===== config.mk =====
export PLATFORM = sky130hd
export DESIGN_NAME = cam_stream_tx
export DESIGN_NICKNAME = d
export VERILOG_FILES = /design/src/rtl/cam_stream_tx.sv
export SDC_FILE = /design/constraint.sdc
export NUM_CORES = 1
export LEC_CHECK = 0
export ABC_CLOCK_PERIOD_IN_PS = 8200
export CELL_PAD_IN_SITES_DETAIL_PLACEMENT = 1
export CELL_PAD_IN_SITES_GLOBAL_PLACEMENT = 1
export CORE_MARGIN = 2
export CORE_UTILIZATION = 47
export DETAILED_ROUTE_END_ITERATION = 8
export GPL_TIMING_DRIVEN = 1
export PLACE_DENSITY_LB_ADDON = 0.1
export SLEW_MARGIN = 0
export SYNTH_ARGS = -nofsm -noshare
export SYNTH_HDL_FRONTEND = slang
export SYNTH_SLANG_ARGS = --single-unit

===== constraint.sdc =====
create_clock -name PCLK -period 8.2 [get_ports PCLK]
set_input_delay 0.82 -clock PCLK [delete_from_list [all_inputs] [get_ports PCLK]]
set_output_delay 0.82 -clock PCLK [all_outputs]
set_load 0.02 [all_outputs]

===== src/rtl/cam_stream_tx.sv =====
// Emulated 8-bit parallel camera port: frame/line sync generation with RGB565 pixels
// sent high byte first, sourced from an external line buffer or a built-in pattern.
//
// state  | meaning
// IDLE   | waiting for EN, all outputs quiet
// VSYNC  | CamVsync high
// VBACK  | vertical back porch, first line prefetch
// HACT   | active bytes, CamHsync high
// HBLANK | horizontal blank, next line prefetch
// VFRONT | vertical front porch, FRAME_DONE on last cycle
module cam_stream_tx #(
  parameter int H_ACTIVE     = 320,
  parameter int V_ACTIVE     = 240,
  parameter int H_BLANK      = 144,
  parameter int V_SYNC_CLKS  = 2352,
  parameter int V_BACK_CLKS  = 13328,
  parameter int V_FRONT_CLKS = 7840
) (
  input  logic        PCLK,
  input  logic        RST_N,
  input  logic        EN,
  input  logic [1:0]  PATTERN_SEL,
  input  logic [15:0] SOLID_COLOR,
  output logic [9:0]  LB_RD_ADDR,
  output logic        LB_RD_N,
  input  logic [15:0] LB_RD_DATA,
  output logic        LINE_START,
  output logic [8:0]  CUR_LINE,
  output logic        CamVsync,
  output logic        CamHsync,
  output logic [7:0]  CamData,
  output logic        FRAME_DONE
);

  localparam int LINE_BYTES = 2 * H_ACTIVE;
  localparam int MAX_A      = (LINE_BYTES > H_BLANK) ? LINE_BYTES : H_BLANK;
  localparam int MAX_B      = (V_SYNC_CLKS > V_BACK_CLKS) ? V_SYNC_CLKS : V_BACK_CLKS;
  localparam int MAX_C      = (MAX_A > MAX_B) ? MAX_A : MAX_B;
  localparam int MAX_LEN    = (MAX_C > V_FRONT_CLKS) ? MAX_C : V_FRONT_CLKS;
  localparam int CNT_W      = $clog2(MAX_LEN + 1);
  localparam int BAR_PIX    = H_ACTIVE / 8;

  typedef enum logic [2:0] {IDLE, VSYNC, VBACK, HACT, HBLANK, VFRONT} state_t;

  state_t             state, nextState;
  logic [CNT_W-1:0]   cnt, nextCnt;
  logic [9:0]         lineCnt, nextLine;
  logic [1:0]         patSel;
  logic [15:0]        solidColor;
  logic [9:0]         fetchPix, fetchPixNext;
  logic [2:0]         barIdx;
  logic [6:0]         barCnt;
  logic [7:0]         lowByte;
  logic [15:0]        pixWord;
  logic               nextRead, firstPix, nextHigh, nextLow, enterFrame;

  function automatic logic [15:0] barColor(input logic [2:0] idx);
    case (idx)
      3'd0:    barColor = 16'hFFFF;
      3'd1:    barColor = 16'hFFE0;
      3'd2:    barColor = 16'h07FF;
      3'd3:    barColor = 16'h07E0;
      3'd4:    barColor = 16'hF81F;
      3'd5:    barColor = 16'hF800;
      3'd6:    barColor = 16'h001F;
      default: barColor = 16'h0000;
    endcase
  endfunction

  always_ff @(posedge PCLK or negedge RST_N) begin
    if (!RST_N) begin
      state   <= IDLE;
      cnt     <= '0;
      lineCnt <= '0;
    end else begin
      state   <= nextState;
      cnt     <= nextCnt;
      lineCnt <= nextLine;
    end
  end

  always_comb begin
    nextState = state;
    nextCnt   = cnt - 1'b1;
    nextLine  = lineCnt;
    case (state)
      IDLE: begin
        nextCnt = '0;
        if (EN) begin
          nextState = VSYNC;
          nextCnt   = CNT_W'(V_SYNC_CLKS - 1);
          nextLine  = '0;
        end
      end
      VSYNC: if (cnt == '0) begin
        nextState = VBACK;
        nextCnt   = CNT_W'(V_BACK_CLKS - 1);
      end
      VBACK: if (cnt == '0) begin
        nextState = HACT;
        nextCnt   = CNT_W'(LINE_BYTES - 1);
      end
      HACT: if (cnt == '0) begin
        nextState = HBLANK;
        nextCnt   = CNT_W'(H_BLANK - 1);
        nextLine  = lineCnt + 1'b1;
      end
      HBLANK: if (cnt == '0) begin
        if (lineCnt < 10'(V_ACTIVE)) begin
          nextState = HACT;
          nextCnt   = CNT_W'(LINE_BYTES - 1);
        end else begin
          nextState = VFRONT;
          nextCnt   = CNT_W'(V_FRONT_CLKS - 1);
        end
      end
      VFRONT: if (cnt == '0) begin
        if (EN) begin
          nextState = VSYNC;
          nextCnt   = CNT_W'(V_SYNC_CLKS - 1);
          nextLine  = '0;
        end else begin
          nextState = IDLE;
          nextCnt   = '0;
        end
      end
      default: begin
        nextState = IDLE;
        nextCnt   = '0;
      end
    endcase
  end

  // Fetch for pixel p lands two cycles before byte 2p; in HACT the down-counter is odd on even bytes.
  always_comb begin
    enterFrame   = (nextState == VSYNC) && (state != VSYNC);
    nextRead     = ((nextState == VBACK) && (nextCnt == CNT_W'(1)))
                || ((nextState == HBLANK) && (nextCnt == CNT_W'(1)) && (nextLine < 10'(V_ACTIVE)))
                || ((nextState == HACT) && nextCnt[0] && (nextCnt > CNT_W'(1)));
    firstPix     = (nextState != HACT);
    fetchPixNext = firstPix ? 10'd0 : fetchPix + 10'd1;
    nextHigh     = (nextState == HACT) && nextCnt[0];
    nextLow      = (nextState == HACT) && !nextCnt[0];
    case (patSel)
      2'd0:    pixWord = LB_RD_DATA;
      2'd1:    pixWord = barColor(barIdx);
      2'd2:    pixWord = {6'd0, fetchPix} + {6'd0, lineCnt};
      default: pixWord = solidColor;
    endcase
  end

  always_ff @(posedge PCLK or negedge RST_N) begin
    if (!RST_N) begin
      patSel     <= '0;
      solidColor <= '0;
      fetchPix   <= '0;
      barIdx     <= '0;
      barCnt     <= '0;
      lowByte    <= '0;
      LB_RD_ADDR <= '0;
      LB_RD_N    <= 1'b1;
      LINE_START <= 1'b0;
      CamVsync   <= 1'b0;
      CamHsync   <= 1'b0;
      CamData    <= '0;
      FRAME_DONE <= 1'b0;
    end else begin
      if (enterFrame) begin
        patSel     <= PATTERN_SEL;
        solidColor <= SOLID_COLOR;
      end
      if (nextRead) begin
        fetchPix <= fetchPixNext;
        if (firstPix || barCnt == '0) begin
          barIdx <= firstPix ? 3'd0 : barIdx + 3'd1;
          barCnt <= 7'(BAR_PIX - 1);
        end else begin
          barCnt <= barCnt - 7'd1;
        end
        if (patSel == 2'd0) LB_RD_ADDR <= fetchPixNext;
      end
      LB_RD_N    <= !(nextRead && patSel == 2'd0);
      LINE_START <= ((nextState == VBACK) && (state == VSYNC))
                 || ((nextState == HBLANK) && (state == HACT) && (nextLine < 10'(V_ACTIVE)));
      CamVsync   <= (nextState == VSYNC);
      CamHsync   <= (nextState == HACT);
      FRAME_DONE <= (nextState == VFRONT) && (nextCnt == '0);
      if (nextHigh) begin
        CamData <= pixWord[15:8];
        lowByte <= pixWord[7:0];
      end else if (nextLow) begin
        CamData <= lowByte;
      end else begin
        CamData <= '0;
      end
    end
  end

  assign CUR_LINE = lineCnt[8:0];

endmodule


# Word level (Yosys, flattened, before mapping)
# Index checks and enable logic that the tools add are counted.
totals:
  register_bits: 96
  in_bits: 37
  out_inout_bits: 32
  wordCells: 100
classes:
  addsub: 6
  magnitude_cmp: 3
  n_eq_ne: 21
  muxes: 28
  reduce_logical: 26
ops:
  columns: ["operator", "count"]
  rows:
  - ["one-hot mux 16 bit (7 select lines)", 1]
  - ["one-hot mux 14 bit (6 select lines)", 1]
  - ["two-way mux 14 bit", 5]
  - ["one-hot mux 16 bit (3 select lines)", 1]
  - ["two-way mux 10 bit", 4]
  - ["one-hot mux 10 bit (3 select lines)", 1]
  - ["logical NOT 14 bit", 2]
  - ["two-way mux 3 bit", 8]
  - ["equality test 3 bit (second input constant)", 7]
  - ["adder 10 x 1 -> 10 bit (second input constant)", 2]
  - ["< comparator 10 x 8 -> 1 bit (second input constant)", 2]
  - ["equality test 3 x 2 -> 1 bit (second input constant)", 6]
  - ["one-hot mux 3 bit (6 select lines)", 1]
  - ["two-way mux 8 bit", 2]
  - ["equality test 14 x 1 -> 1 bit (second input constant)", 1]
  - ["> comparator 14 x 1 -> 1 bit (second input constant)", 1]
  - ["subtractor 14 x 1 -> 14 bit (second input constant)", 1]
  - ["two-way mux 13 bit", 1]
  - ["logical AND 1 bit", 12]
  - ["two-way mux 12 bit", 1]
  - ["adder 10 x 10 -> 11 bit", 1]
  - ["equality test 3 x 1 -> 1 bit (second input constant)", 3]
  - ["logical NOT 7 bit", 1]
  - ["two-way mux 7 bit", 1]
  - ["other kinds (12)", 18]

# Logic depth before layout (Yosys ltp)
# Gate-level depths: netlist of the first run.
depth:
  word_depth: 11
  depth_mapped: 15
  mapped_depth_nobuf: 12

# Worst setup path before layout of the first run
# No wires, ideal clock.
synth_path:
  kind: "reg2reg"
  start: "reg cnt[9]"
  end: "reg LB_RD_ADDR[8]"
  setup_time_ps: 128
  t_arrival_ps: 3836
  t_required_ps: 8072
  slack_ps: 4236
  stages_incl_launch_ff: 12
  path_buffers: 2
  synth_period_minus_slack_ps: 3964
  path_cell_list: "dfrtp_1 or4_1 buf_4 nor4_1 mux2_2 a32o_1 or4b_4 or4b_1 o21ba_1 o21ai_2 buf_6 mux2_1"
synth_via:
  elab_chain_cells: 9
  elab_cells_between_ends: 33
  classes_between: "add/sub (1); order compare (2); eq/ne (5); mux (16); reduce/logical (9)"
synth_lines:
  columns: ["item", "line_no", "source"]
  rows:
  - ["from (decl)", "46", "logic [CNT_W-1:0] cnt, nextCnt;"]
  - ["from (signal assigned)", "77", "cnt <= nextCnt;"]
  - ["subtractor 14 x 1 -> 14 bit / logical NOT 14 bit (equally long branches)", null, null]
  - ["two-way mux 14 bit, on equally long branches", null, null]
  - ["one-hot mux 14 bit (6 select lines) (*)", "86", "case (state)"]
  - ["named net nextCnt[13]", "46", null]
  - ["branches (longest 4 deep; another with > comparator 14 x 1 -> 1 bit)", null, null]
  - ["logical OR 1 bit (*)", "139", "|| ((nextState == HACT) && nextCnt[0] && (nextCnt > CNT_W'(1)));"]
  - ["AND reduction 2 bit (no source line) (*)", null, null]
  - ["to (signal assigned)", "180", "if (patSel == 2'd0) LB_RD_ADDR <= fetchPixNext;"]
  - ["to (decl)", "24", "output logic [9:0] LB_RD_ADDR,"]
# Mark *: on every way through the listed nets, which the timed path passes.
# A chain may end at the register's enable or synchronous reset.

# Worst setup path after layout of the first run
layout_path:
  start: "reg cnt[9]"
  end: "reg barIdx[0]"
layout_via:
  elab_chain_cells: 9
  elab_cells_between_ends: 34
  classes_between: "add/sub (1); order compare (2); eq/ne (5); mux (16); reduce/logical (10)"
layout_lines:
  columns: ["item", "line_no", "source"]
  rows:
  - ["subtractor 14 x 1 -> 14 bit / logical NOT 14 bit (equally long branches)", null, null]
  - ["two-way mux 14 bit, on equally long branches", null, null]
  - ["one-hot mux 14 bit (6 select lines) (*)", "86", null]
  - ["named net nextCnt[13]", "46", null]
  - ["branches (longest 4 deep; another with > comparator 14 x 1 -> 1 bit)", null, null]
  - ["logical OR 1 bit (*)", "139", null]
  - ["AND reduction 2 bit (no source line) (*)", null, null]
  - ["to (signal assigned)", "175", "barIdx <= firstPix ? 3'd0 : barIdx + 3'd1;"]
  - ["to (decl)", "51", "logic [2:0] barIdx;"]
# Marks and branches as above.

==> impl_metrics.py, run 1 <==
metrics = {
    "yosys": {
        "syn_area_um2": 5890,
        "synthTopCellsByArea": "dfrtp_1 (40%), mux2_2 (4.6%), ha_1 (4.5%)",
        "syn_area_per_cell_um2": 9.48,
        "synth_seq_cells": 96,
        "synth_top_cell_area_share_pct": 40.4,
        "synth_area_leader_cell": "dfrtp_1",
        "syn_nets": 680,
        "synth_commonest_cells": "dfrtp_1 (95), nand2_1 (54), nor2_1 (45), o21ai_0 (41), a21oi_1 (38)",
        "yosysMostFrequentCell": "dfrtp_1",
        "syn_inst": 621,
        "synth_edf_count": 0,
        "async_flop_share_pct": 100,
        "synth_top_flop_cell": "dfrtp_1",
        "yosys_warnings": 0,
        "ys_seq_area_share_pct": 40.8,
        "synth_cell_types": 75,
    },
    "cts": {
        "cts_htree_levels": 3,
        "clkSinkCount": 96,
        "cts_root_buffer": "clkbuf_16",
        "cts-resized-gates": 0,
        "cts_setup_buffers": 0,
        "cts_tree": "yes",
        "clkTransAtPathRegs_ns": 0.07,
        "cts.hold.buffers_added": 0,
        "cts_buffers": 9,
        "clock_path_buffers": 2,
        "clock_latency_ns": 0.35,
    },
    "place": {
        "dp_hpwl_um": 12700,
        "gp_congestion": 0.864,
        "io_buffers": 68,
        "place_inst": 822,
    },
    "cells_and_area": {
        "nNetsFinal": 724,
        "multi_input_area_um2": 3190,
        "fillCellCount": 1390,
        "drive_above_1_share_pct": 9.40,
        "regArea_um2": 2400,
        "n_antenna_cell": 0,
        "syn_to_final_growth_pct": 16.9,
        "layout.cells.non_filler": 838,
    },
    "sta": {
        "hold_violations": 0,
        "maxSlewHeadroom_pct": 21.9,
        "rsz0062_at_grt": "false",
        "finClkSkew_ns": 0.00664,
        "finalSetupViolations": 0,
        "min_period_over_period_pct": 58.2,
        "worstMarginPinSlew_ns": 1.17,
        "max_freq_mhz": 209,
        "report.final.slew_viol_count": 0,
        "period_minus_slack_ns": 4.77,
        "finalSetupTns_ns": 0,
    },
    "grt": {
        "grt_max_degree": 55,
        "grt_pass1_wl_um": 28400,
        "grtUsageMet2_pct": 47.3,
        "overflow": 0,
        "use_met1_pct": 36.2,
        "antenna_found_initial": 0,
        "grt.busiest_layer": "met2",
        "grt_pass1_vias": 5327,
        "grtUsageMet3_pct": 4.03,
        "grt_usage_pct": 27.5,
    },
    "floorplan": {
        "die_w_um": 116,
        "die_h_um": 116,
        "io_pins": 69,
        "start_util_pct": 48.6,
        "core_um2": 12100,
        "die-area_um2": 13400,
        "num_rows": 40,
    },
    "worst_setup_path": {
        "endpoint_kind": "flip-flop",
        "cp.arrival_ns": 5.04,
        "path_class": "reg -> reg",
        "worstSetupStartpointType": "flip-flop",
        "worstPathMaxFanout": 12,
        "crit_required_ns": 8.47,
    },
    "power_and_ir_drop": {
        "power_leakage_uw": 0.00289,
        "p_per_area_nw_per_um2": 320,
        "max-vdd-ir-drop_v": 0.000181,
    },
    "routing": {
        "drt_iter0_drc": 338,
        "drc_errors": 0,
        "drt-total-wl_um": 17300,
        "ant_nets": 0,
        "vias": 5127,
        "via_per_inst": 6.12,
        "wl_per_cell_um": 20.7,
        "drt-pass1-iter-count": 4,
    },
    "worst_hold_path": {
        "hold_class": "reg -> reg",
    },
    "run": {
        "maxCapViolations": 0,
    },
    "outcome": {
        "outcome": "finished clean",
    },
}
[registers in the layout, summed over array words and instances (netlist names), 2 cells and up]
signal	count
barCnt	7
state	3
cnt	14
solidColor	16
lineCnt	10
lowByte	8
patSel	2
LB_RD_ADDR	10
fetchPix	10
CamData	8
barIdx	3
[cells in the final DEF (no fill, tap or decap), types with 10 or more instances in the layout]
master and instances:
o21ai_0 40, ha_1 21, clkdlybuf4s50_1 67, xnor2_1 17, nor3_1 14, a211oi_1 10, nand3_1 21, inv_1 21
nor2_1 45, dfrtp_1 95, a21oi_1 38, nand2_1 54, and3_1 14, mux2_2 24
[metal layers]
| layer | vias up | share of wire (%) | routed length (µm) |
|---|---|---|---|
| met5 | - | 0 | 0 |
| li1 | 2379 | - | - |
| met3 | 24 | 3.2 | 555 |
| met1 | 2609 | 44 | 7580 |
| met2 | 115 | 51 | 8860 |
| met4 | 0 | 2.0 | 348 |
[per-stage QoR]
stage	total power, µW	hold WS [ns]	cell area [µm²]	setup WS [ns]	utilization (%)
after global routing	2350	0.520	6880	3.14	56.8
final	2200	0.488	6880	3.43	56.8
after floorplan	1460	0.451	5890	4.24	-
after global placement	1730	0.472	6600	3.62	54.5
after detailed placement	1780	0.478	6600	3.47	54.5
after CTS	2210	0.498	6880	3.48	56.8
[critical path, cell delays in order, from the launching register on]
cell	delay (ns)
dfrtp_1	0.40
or4_1	0.76
nor4_1	0.50
mux2_2	0.38
a32o_1	0.27
or4b_4	0.56
or4b_1	0.53
o21bai_1	0.80
a21oi_1	0.25
o22ai_1	0.23
[power breakdown]
part	internal [µW]	switching (µW)	leakage, µW
Clock	237	186	0.000134
Sequential	623	184	0.00123
Combinational	413	559	0.00153
[path summary, 6_finish.rpt]
| path | start | end | slack, ns | cells past startpoint |
|---|---|---|---|---|
| setup / recovery | cnt[9] | barIdx[0] | 3.43 | 9 |
| hold / removal | LB_RD_ADDR[8] | LB_RD_ADDR[8] | 0.49 | 1 |
| setup reg to reg | cnt[9] | barIdx[0] | 3.43 | 9 |
| hold reg to reg | LB_RD_ADDR[8] | LB_RD_ADDR[8] | 0.49 | 1 |
| max in group asynchronous | RST_N | barCnt[1] | 6.65 | 2 |
| min in group asynchronous | RST_N | lineCnt[6] | 0.51 | 1 |
[layout make-up]
class | instances | share of cell area (%)
multi-input cells | 463 | 46.3
inverters | 22 | 1.20
clock inverters | 3 | 0.618
well taps | 168 | 3.05
repair buffers | 73 | 10.4
flip-flops and latches | 96 | 34.9
clock buffers | 13 | 3.49
[cell families after synthesis]
| group | Yosys count | share of synthesized area [%] |
|---|---|---|
| AND/OR/NAND/NOR | 211 | 18.8 |
| AO/OA/AOI/OAI | 177 | 20.3 |
| flip-flops | 96 | 40.8 |
| buffers and inverters | 62 | 5.10 |
| multiplexers | 32 | 7.04 |
| adder cells (fa/ha/maj) | 22 | 4.80 |
| XOR/XNOR | 21 | 3.12 |
(Power assumes the default switching activity.)
==> inputs of run 2 (changes only) <==
--- a/config.mk
+++ b/config.mk
@@ -5,11 +5,11 @@
 export SDC_FILE = /design/constraint.sdc
 export NUM_CORES = 1
 export LEC_CHECK = 0
-export ABC_CLOCK_PERIOD_IN_PS = 8200
+export ABC_CLOCK_PERIOD_IN_PS = 4300
 export CELL_PAD_IN_SITES_DETAIL_PLACEMENT = 1
 export CELL_PAD_IN_SITES_GLOBAL_PLACEMENT = 1
 export CORE_MARGIN = 2
-export CORE_UTILIZATION = 47
+export CORE_UTILIZATION = 40
 export DETAILED_ROUTE_END_ITERATION = 8
 export GPL_TIMING_DRIVEN = 1
 export PLACE_DENSITY_LB_ADDON = 0.1
==> constraint.sdc (replaced) <==
create_clock -name PCLK -period 4.3 [get_ports PCLK]
set_input_delay 0.43 -clock PCLK [delete_from_list [all_inputs] [get_ports PCLK]]
set_output_delay 0.43 -clock PCLK [all_outputs]
set_load 0.02 [all_outputs]
==> impl_metrics.py, run 2 (synthesis gave the netlist of run 1 again) <==
metrics = {
    "cts": {
        "clkTransAtPathRegs_ns": 0.07,
        "clock_latency_ns": 0.36,
        "cts_htree_levels": 3,
        "cts_tree": "yes",
        "cts_root_buffer": "clkbuf_16",
        "cts_buffers": 9,
        "clkSinkCount": 96,
        "clock_path_buffers": 2,
        "cts_setup_buffers": 0,
    },
    "grt": {
        "overflow": 0,
        "antenna_found_initial": 0,
        "grt_pass1_wl_um": 29700,
        "grt_max_degree": 67,
        "grt_usage_pct": 23.7,
        "grt_pass1_vias": 5491,
    },
    "cells_and_area": {
        "reg_top3": "solidColor x16, cnt x14",
        "layout_commonest_cell": "dfrtp_1",
        "mostFrequentLayoutCells": "dfrtp_1 (95), clkdlybuf4s50_1 (67), nand2_1 (54)",
        "n_antenna_cell": 0,
        "fillCellCount": 1667,
        "regMostFlops": "solidColor",
        "drive_above_1_share_pct": 13.6,
        "syn_to_final_growth_pct": 21.7,
        "layout.cells.non_filler": 882,
        "largest_reg_flops": 16,
        "nNetsFinal": 752,
    },
    "power_and_ir_drop": {
        "max-vdd-ir-drop_v": 0.000283,
        "power_leakage_uw": 0.00304,
        "p_per_area_nw_per_um2": 612,
    },
    "worst_setup_path": {
        "cp_slowest_cell": "or4_1",
        "cp.arrival_ns": 4.39,
        "cp_cell_sequence": "or4_1 -> buf_4 -> or4_4 -> o31ai_4 -> a21o_1 -> or4b_4 -> or4b_1 -> o21ba_1 -> o21ai_4 -> mux2_1",
        "worstSetupStartpointType": "flip-flop",
        "path_buf_inv": 1,
        "worstPathMaxFanout": 9,
        "endpoint_kind": "flip-flop",
        "cpPeakStageDelay_ns": 0.57,
        "cpLargestDelayFamily": "simple AND/OR/NAND/NOR gates",
        "crit_required_ns": 4.53,
        "path_class": "reg -> reg",
    },
    "place": {
        "dp_hpwl_um": 13500,
        "io_buffers": 68,
        "place_inst": 866,
        "gp_congestion": 0.839,
    },
    "worst_hold_path": {
        "hold_class": "in -> async",
    },
    "floorplan": {
        "num_rows": 44,
        "io_pins": 69,
        "die-area_um2": 15700,
        "core_um2": 14500,
        "die_h_um": 125,
        "start_util_pct": 40.7,
        "die_w_um": 125,
    },
    "sta": {
        "finClkSkew_ns": 0.00616,
        "period_minus_slack_ns": 4.16,
        "hold_slack_ns": 0.179,
        "maxSlewHeadroom_pct": 41.9,
        "rsz0062_at_grt": "false",
        "max_freq_mhz": 240,
        "finalSetupTns_ns": 0,
        "finalSetupViolations": 0,
        "worstMarginPinSlew_ns": 0.871,
        "min_period_over_period_pct": 96.7,
        "report.final.slew_viol_count": 0,
        "hold_violations": 0,
    },
    "routing": {
        "via_per_inst": 5.84,
        "drt-pass1-iter-count": 6,
        "wl_per_cell_um": 20.6,
        "ant_nets": 0,
        "drc_errors": 0,
        "vias": 5148,
        "drt-total-wl_um": 18100,
        "drt_iter0_drc": 202,
    },
    "run": {
        "maxCapViolations": 0,
    },
    "outcome": {
        "outcome": "finished clean",
    },
}
-- run 2: worst paths after layout --
path	start	endpoint	cells past startpoint	slack [ns]
min in group PCLK	LB_RD_ADDR[7]	LB_RD_ADDR[7]	1	0.49
worst max register to register	cnt[7]	LB_RD_ADDR[8]	10	0.14
max in group asynchronous	RST_N	solidColor[5]	2	3.15
worst min-delay path	RST_N	cnt[10]	1	0.18
worst min register to register	LB_RD_ADDR[7]	LB_RD_ADDR[7]	1	0.49
worst max-delay path	cnt[7]	LB_RD_ADDR[8]	10	0.14
-- run 2: layer usage --
metal / global-route usage, % / up-vias / share of wire [%]
met3: 5.78 / 17 / 3.6
met4: 5.69 / 0 / 1.6
met2: 38.7 / 78 / 48
li1: - / 2437 / -
met5: 0 / - / 0
met1: 31.9 / 2616 / 47
-- run 2: repair_timing --
action,4_1_cts,5_1_grt
hold buffers,0,0
endpoints found under the hold margin,0,0
setup endpoints to repair,0,11
resized for setup,0,4
-- run 2: cell type report --
class,instances,area (µm²),area share [%]
flip-flops and latches,96,2400,33.6
clock buffers,14,264,3.69
repair buffers,101,938,13.1
inverters,22,82.6,1.15
well taps,184,230,3.21
clock inverters,2,37.5,0.524
multi-input cells,463,3210,44.8
-- run 2: through the flow --
stage	cell area, µm²	util [%]	power (µW)	setup WS (ns)
6_report	7160	49.5	4380	0.141
5_1_grt	7160	49.5	4700	0.0105
4_1_cts	7140	49.3	4410	0.129
3_5_place_dp	6840	47.3	3550	0.165
3_3_place_gp	6840	47.3	3480	0.227
2_1_floorplan	5890	-	2790	0.336
-- run 2: where the power goes --
group / total (µW) / internal, µW / switching (µW)
clock: 836 / 484 / 352
sequential: 1490 / 1190 / 297
combinational: 2060 / 890 / 1170
total: 4380 / 2560 / 1820
==> patch 1: new RTL, flow settings as in run 2 <==
`V_SYNC_CLKS`: 2352 -> 4704.
--- a/src/rtl/cam_stream_tx.sv
+++ b/src/rtl/cam_stream_tx.sv
@@ -12,7 +12,7 @@
   parameter int H_ACTIVE     = 320,
   parameter int V_ACTIVE     = 240,
   parameter int H_BLANK      = 144,
-  parameter int V_SYNC_CLKS  = 2352,
+  parameter int V_SYNC_CLKS  = 4704,
   parameter int V_BACK_CLKS  = 13328,
   parameter int V_FRONT_CLKS = 7840
 ) (
Check against the original RTL: no difference found for any inputs over 10 cycles, from zero or initial values and one cycle with RST_N low; that may be too few to reach the edited logic, so the function may still have changed.
==> patch 1 against run 2 <==
- power increased by 3.2%
- sequential cell count unchanged
- cell count decreased by 0.68%
- setup slack improved by 100 ps
- via count increased by 2.1%
- critical path depth increased by 1
- cell area decreased by 1.6%
- area after synthesis decreased by 0.87%
- sequential power increased by 5%
- routed wire length increased by 0.22%
- hold slack got worse by 40 ps
- die area decreased by 0.84%
- largest power group unchanged
==> patch 1: results (changes against run 2) <==
number of global-route vias before repair=5,514 (was 5,491); largest net degree at the start of global routing=61 (was 67); Post-synth top cells=dfrtp_1, nand2_1, nor2_1 (unchanged); first-pass GRT wire length=30,200 um (was 29,700 um); share of layout cells above drive strength 1=10.5% (was 13.6%); Async S/R FF share, synth=100% (unchanged); CTS resizes=0 (unchanged); multiplexer share of the synthesized area=4.57% (was 7.04%); Hold Crit Class=in -> async (unchanged); critical path startpoint=cnt[0] (was cnt[7]); H-tree levels=3 (unchanged); Top delay family on crit path=simple AND/OR/NAND/NOR gates (unchanged); hpwl dp=13,500 um (about the same); Fin Clk Skew=6.87 ps (was 6.16 ps); main area contributors after synthesis=dfrtp_1, ha_1, mux2_2 (was dfrtp_1, mux2_2, ha_1); DR pass1 iterations=5 (was 6); Peak VDD IR=0.000235 V (was 0.000283 V); Net Switching=1.93 mW (was 1.82 mW); Worst path slowest cell=or4b_1 (was or4_1); n_diodes=0 (unchanged); DR vias=5,254 (was 5,148); Max Root-Sink Buffers=2 (unchanged); Seq/Total Area, Yosys=41.2% (was 40.8%); Avg WL per Cell=20.7 um (was 20.6 um); Iter 0 DRT Violations=463 (was 202); Leak=3.00 nW (was 3.04 nW); Layout fillers=1,645 (was 1,667); Layout Cells excl Fill=876 (was 882); Root Buffer=clkbuf_16 (unchanged); Worst-Skew Late Latency=350 ps; Worst EP arrival=4290 ps (was 4390 ps); Post-Syn Instances=628 (was 621); DP Worst Slack=261 ps (was 165 ps); placed instance count=860 (was 866); XOR/XNOR Fraction of Synth Area=3.30% (was 3.12%); Regs by FF count=solidColor (16), cnt (14) (unchanged); Total GRT Usage=24.3% (was 23.7%); Max stage delay on crit path=610 ps (was 570 ps); Final GP Congestion=0.899 (was 0.839); Layout Nets=746 (was 752); Max-slew headroom=41.9% (about the same); Mapped Nets=687 (was 680); synth warn=0 (unchanged); Placed Area=0.00672 sq mm (was 0.00684 sq mm); status=finished, final reports clean (unchanged); Area Growth Syn to Fin=20.8% (was 21.7%); cts bufs inserted=9 (unchanged); clk slew on worst S/H paths=70 ps (about the same); Final Max Tran Viols=0 (unchanged); PortBufs=68 (unchanged); Unique masters post-synth=73 (was 75); Compound-Gate Fraction of Synth Area=21.5% (was 20.3%); Post-Synth Adder-Cell Area=5.02% (was 4.80%); Crit Path Max Fanout=9 (unchanged); antenna violations before repair=0 (unchanged); # Post-CTS Setup Buffers=0 (unchanged)
patch 1: cell types whose count changed after synthesis, moves of 5 or more:
cell,before,now
o211ai_1,8,2
nor3_1,14,33
mux4_2,5,0
and2_1,9,1
nand4_1,6,11
o22a_1,9,2
a221o_1,1,8
o22ai_1,9,3
and3_1,14,8
patch 1: layer usage:
metal  global-route usage, %  routed length, um  vias up
met4                    8.46                399        0
met3                    3.39                807       26
met1                    34.9               8560     2635
met2                    37.7               8410      143
li1                        -                  -     2450
met5                       0                  0        -
patch 1: power groups by stage:
stage	Sequential, mW	Combinational, mW	Clock, mW
global placement	1.56	1.96	0
CTS	1.56	2.04	0.925
global route	1.62	2.25	0.968
floorplan	1.44	1.41	0
finish	1.56	2.05	0.914
detailed placement	1.57	2.01	0
patch 1: kinds of logic (layout without fill, tap and decap cells):
logic type,count (synthesis),count (layout)
fa+ha+maj,23,23
simple gates,220,220
buf+inv,62,126
flops,96,96
compound gates,181,181
xor+xnor,22,22
mux,24,24
patch 1: path summary, 6_finish.rpt:
path	endpoint	slack, ps	depth (start not counted)
worst max-delay path	fetchPix[5]	240	11
worst min-delay path	cnt[12]	140	1
worst max register to register	fetchPix[5]	240	11
worst min register to register	lowByte[3]	500	2
max in group asynchronous	fetchPix[6]	3120	2
min in group PCLK	lowByte[3]	500	2
patch 1: layout make-up:
cell class | count | area (sq um) | share of cell area, %
Clock inverter | 4 | 76.3 | 1.08
Clock buffer | 12 | 256 | 3.64
Multi-Input combinational cell | 470 | 3150 | 44.7
Sequential cell | 96 | 2400 | 34.1
Tap cell | 184 | 230 | 3.26
Timing Repair Buffer | 91 | 863 | 12.2
Inverter | 19 | 71.3 | 1.01
==> patch 2: new RTL, flow settings as in run 2 <==
Made on the original files. Add an input register stage for `EN`, `PATTERN_SEL`, `SOLID_COLOR` and `LB_RD_DATA`, without a reset; this delays them by one clock.
--- a/src/rtl/cam_stream_tx.sv
+++ b/src/rtl/cam_stream_tx.sv
@@ -42,6 +42,18 @@
 
   typedef enum logic [2:0] {IDLE, VSYNC, VBACK, HACT, HBLANK, VFRONT} state_t;
 
+  logic EN_q;
+  logic [1:0] PATTERN_SEL_q;
+  logic [15:0] SOLID_COLOR_q;
+  logic [15:0] LB_RD_DATA_q;
+
+  always_ff @(posedge PCLK) begin
+    EN_q          <= EN;
+    PATTERN_SEL_q <= PATTERN_SEL;
+    SOLID_COLOR_q <= SOLID_COLOR;
+    LB_RD_DATA_q  <= LB_RD_DATA;
+  end
+
   state_t             state, nextState;
   logic [CNT_W-1:0]   cnt, nextCnt;
   logic [9:0]         lineCnt, nextLine;
@@ -86,7 +98,7 @@
     case (state)
       IDLE: begin
         nextCnt = '0;
-        if (EN) begin
+        if (EN_q) begin
           nextState = VSYNC;
           nextCnt   = CNT_W'(V_SYNC_CLKS - 1);
           nextLine  = '0;
@@ -115,7 +127,7 @@
         end
       end
       VFRONT: if (cnt == '0) begin
-        if (EN) begin
+        if (EN_q) begin
           nextState = VSYNC;
           nextCnt   = CNT_W'(V_SYNC_CLKS - 1);
           nextLine  = '0;
@@ -142,7 +154,7 @@
     nextHigh     = (nextState == HACT) && nextCnt[0];
     nextLow      = (nextState == HACT) && !nextCnt[0];
     case (patSel)
-      2'd0:    pixWord = LB_RD_DATA;
+      2'd0:    pixWord = LB_RD_DATA_q;
       2'd1:    pixWord = barColor(barIdx);
       2'd2:    pixWord = {6'd0, fetchPix} + {6'd0, lineCnt};
       default: pixWord = solidColor;
@@ -166,8 +178,8 @@
       FRAME_DONE <= 1'b0;
     end else begin
       if (enterFrame) begin
-        patSel     <= PATTERN_SEL;
-        solidColor <= SOLID_COLOR;
+        patSel     <= PATTERN_SEL_q;
+        solidColor <= SOLID_COLOR_q;
       end
       if (nextRead) begin
         fetchPix <= fetchPixNext;
Check against the original RTL: not equivalent (Yosys sat finds a counterexample within 4 cycles, from zero or initial values and one cycle with RST_N low).
==> patch 2 against run 2 <==
- synthesized cell count up 8.5%
- setup slack improved by 290 ps
- routed wire length rose by 4.6%
- core utilization is 1.1 points higher
- hold slack lost 23 ps
- critical path depth rose by 1
- maximum frequency rose by 7.5%
- sequential cell count is 35 higher
- count of clock-buffer cells in the layout rose by 6
- cell area grew 13%
- global-route usage decreased by 1.1 points
- area after synthesis rose by 12%
- power decreased by 0.58%
- critical path type unchanged
- largest power group is now sequential cells
- highest routed layer unchanged
==> patch 2: results (changes against run 2) <==
Iter 0 DRT Violations=269 (was 202); PortBufs=68 (unchanged); Unique masters post-synth=74 (was 75); Total GRT Usage=22.6% (was 23.7%); Hold Crit Class=in -> async (unchanged); worst r2r src=cnt[0] (was cnt[7]); Mapped Nets=733 (was 680); grt met2 use=37.7% (was 38.7%); Worst-Skew Late Latency=420 ps (was 360 ps); Root Buffer=clkbuf_16 (unchanged); met3 usage=4.67% (was 5.78%); largest net degree at the start of global routing=73 (was 67); Crit Path Max Fanout=16 (was 9); CP Class=reg -> reg (unchanged); DR pass1 iterations=7 (was 6); main area contributors after synthesis=dfrtp_1, dfxtp_1, o21ai_0 (was dfrtp_1, mux2_2, ha_1); Final GP Congestion=0.900 (was 0.839); Fin Clk Skew=5.03 ps (was 6.16 ps); synth warn=0 (unchanged); H-tree levels=4 (was 3); Worst EP arrival=4150 ps (was 4390 ps); Peak VDD IR=0.000278 V (was 0.000283 V); grt met1 use=29.0% (was 31.9%); Layout Nets=794 (was 752); n_diodes=0 (unchanged); cts bufs inserted=17 (was 9); status=finished, final reports clean (unchanged); hpwl dp=13,600 um (was 13,500 um); Async S/R FF share, synth=73.3% (was 100%); Max-slew headroom=16.4% (was 41.9%); first-pass GRT wire length=31,200 um (was 29,700 um); Seq/Total Area, Yosys=47.0% (was 40.8%); R2R Path End=fetchPix[6] (was LB_RD_ADDR[8]); Mean Syn Cell Area=9.80 sq um (was 9.48 sq um); number of global-route vias before repair=5,865 (was 5,491); antenna-violating nets left=0 (unchanged); vias per inst=5.62 (was 5.84); Max Root-Sink Buffers=2 (unchanged); share of layout cells above drive strength 1=13.1% (was 13.6%); worst reg2reg setup slack=430 ps (was 140 ps); Post-synth top cells=dfrtp_1, nand2_1, nor2_1 (unchanged); Leak=3.49 nW (was 3.04 nW); Layout Cells excl Fill=964 (was 882); Routed WL=19,000 um (was 18,100 um); logic depth of the worst register-to-register path=11 (was 10); placed instance count=932 (was 866); clk slew on worst S/H paths=roughly 60 ps; antenna violations before repair=0 (unchanged); Regs by FF count=LB_RD_DATA_q (16), SOLID_COLOR_q (16), solidColor (16) (was solidColor (16), cnt (14))
[patch 2: changes by cell type in the layout (fill, tap and decap cells not counted), sizes merged, moves of 10 or more]
cell   before  now
nor2       46   64
inv        21   34
and3       14    2
nand2      54   64
buf        34   15
a21oi      38   23
dfxtp       0   35
o21ai      44   63
[patch 2: through the flow]
stage / total power [mW] / setup slack (ps) / cell area, sq um
finish: 4.36 / 430 / 8090
global route: 4.60 / 110 / 8090
CTS: 4.40 / 308 / 8090
detailed placement: 2.79 / 291 / 7450
global placement: 2.75 / 464 / 7450
floorplan: 2.38 / 931 / 6610
[patch 2: worst min-delay path by stage]
stage,slack (ps),startpoint,to
detailed placement,440,PATTERN_SEL_q[1],patSel[1]
CTS,200,RST_N,cnt[4]
finish,160,RST_N,cnt[4]
floorplan,130,RST_N,CamData[0]
global route,230,RST_N,cnt[4]
global placement,420,PATTERN_SEL_q[1],patSel[1]
[patch 2: layout make-up]
cell class | count | area, sq um
Sequential cell | 131 | 3100
Clock buffer | 20 | 479
Tap cell | 216 | 270
Fill cell | 1816 | 7910
Inverter | 33 | 124
Clock inverter | 12 | 166
Multi-Input combinational cell | 470 | 3170
Timing Repair Buffer | 82 | 783
[patch 2: critical path, stage by stage, from the launching register on]
cell and delay [ps]:
dfrtp_1 410, inv_1 100, ha_1 180, nor3b_1 390, and4_2 510, a21oi_1 160
o22ai_1 260, nand4_1 210, nor4_4 380, mux2i_2 480, nand2b_1 450, o21ai_0 180
[patch 2: power breakdown]
part | total [mW] | switching [mW] | internal (mW)
clock | 1.57 | 0.584 | 0.991
combinational | 1.16 | 0.689 | 0.466
sequential | 1.63 | 0.205 | 1.42
total | 4.36 | 1.48 | 2.88
[patch 2: layer usage]
layer | routed length (um) | share of wire (%)
met1 | 8600 | 45
met2 | 9160 | 48
met3 | 757 | 4.0
met4 | 451 | 2.4
met5 | 0 | 0
[patch 2: cells by family after synthesis]
group	count (synthesis)	share of synthesized area, %
compound gates	161	16.2
fa+ha+maj	22	4.28
mux	34	6.72
flops	131	47.0
simple gates	233	18.1
buf+inv	73	5.08
xor+xnor	20	2.65
[patch 2: what timing repair did]
item,CTS,global route
setup buffers,0,0
gates resized for setup,0,1
endpoints found under the setup margin,0,3
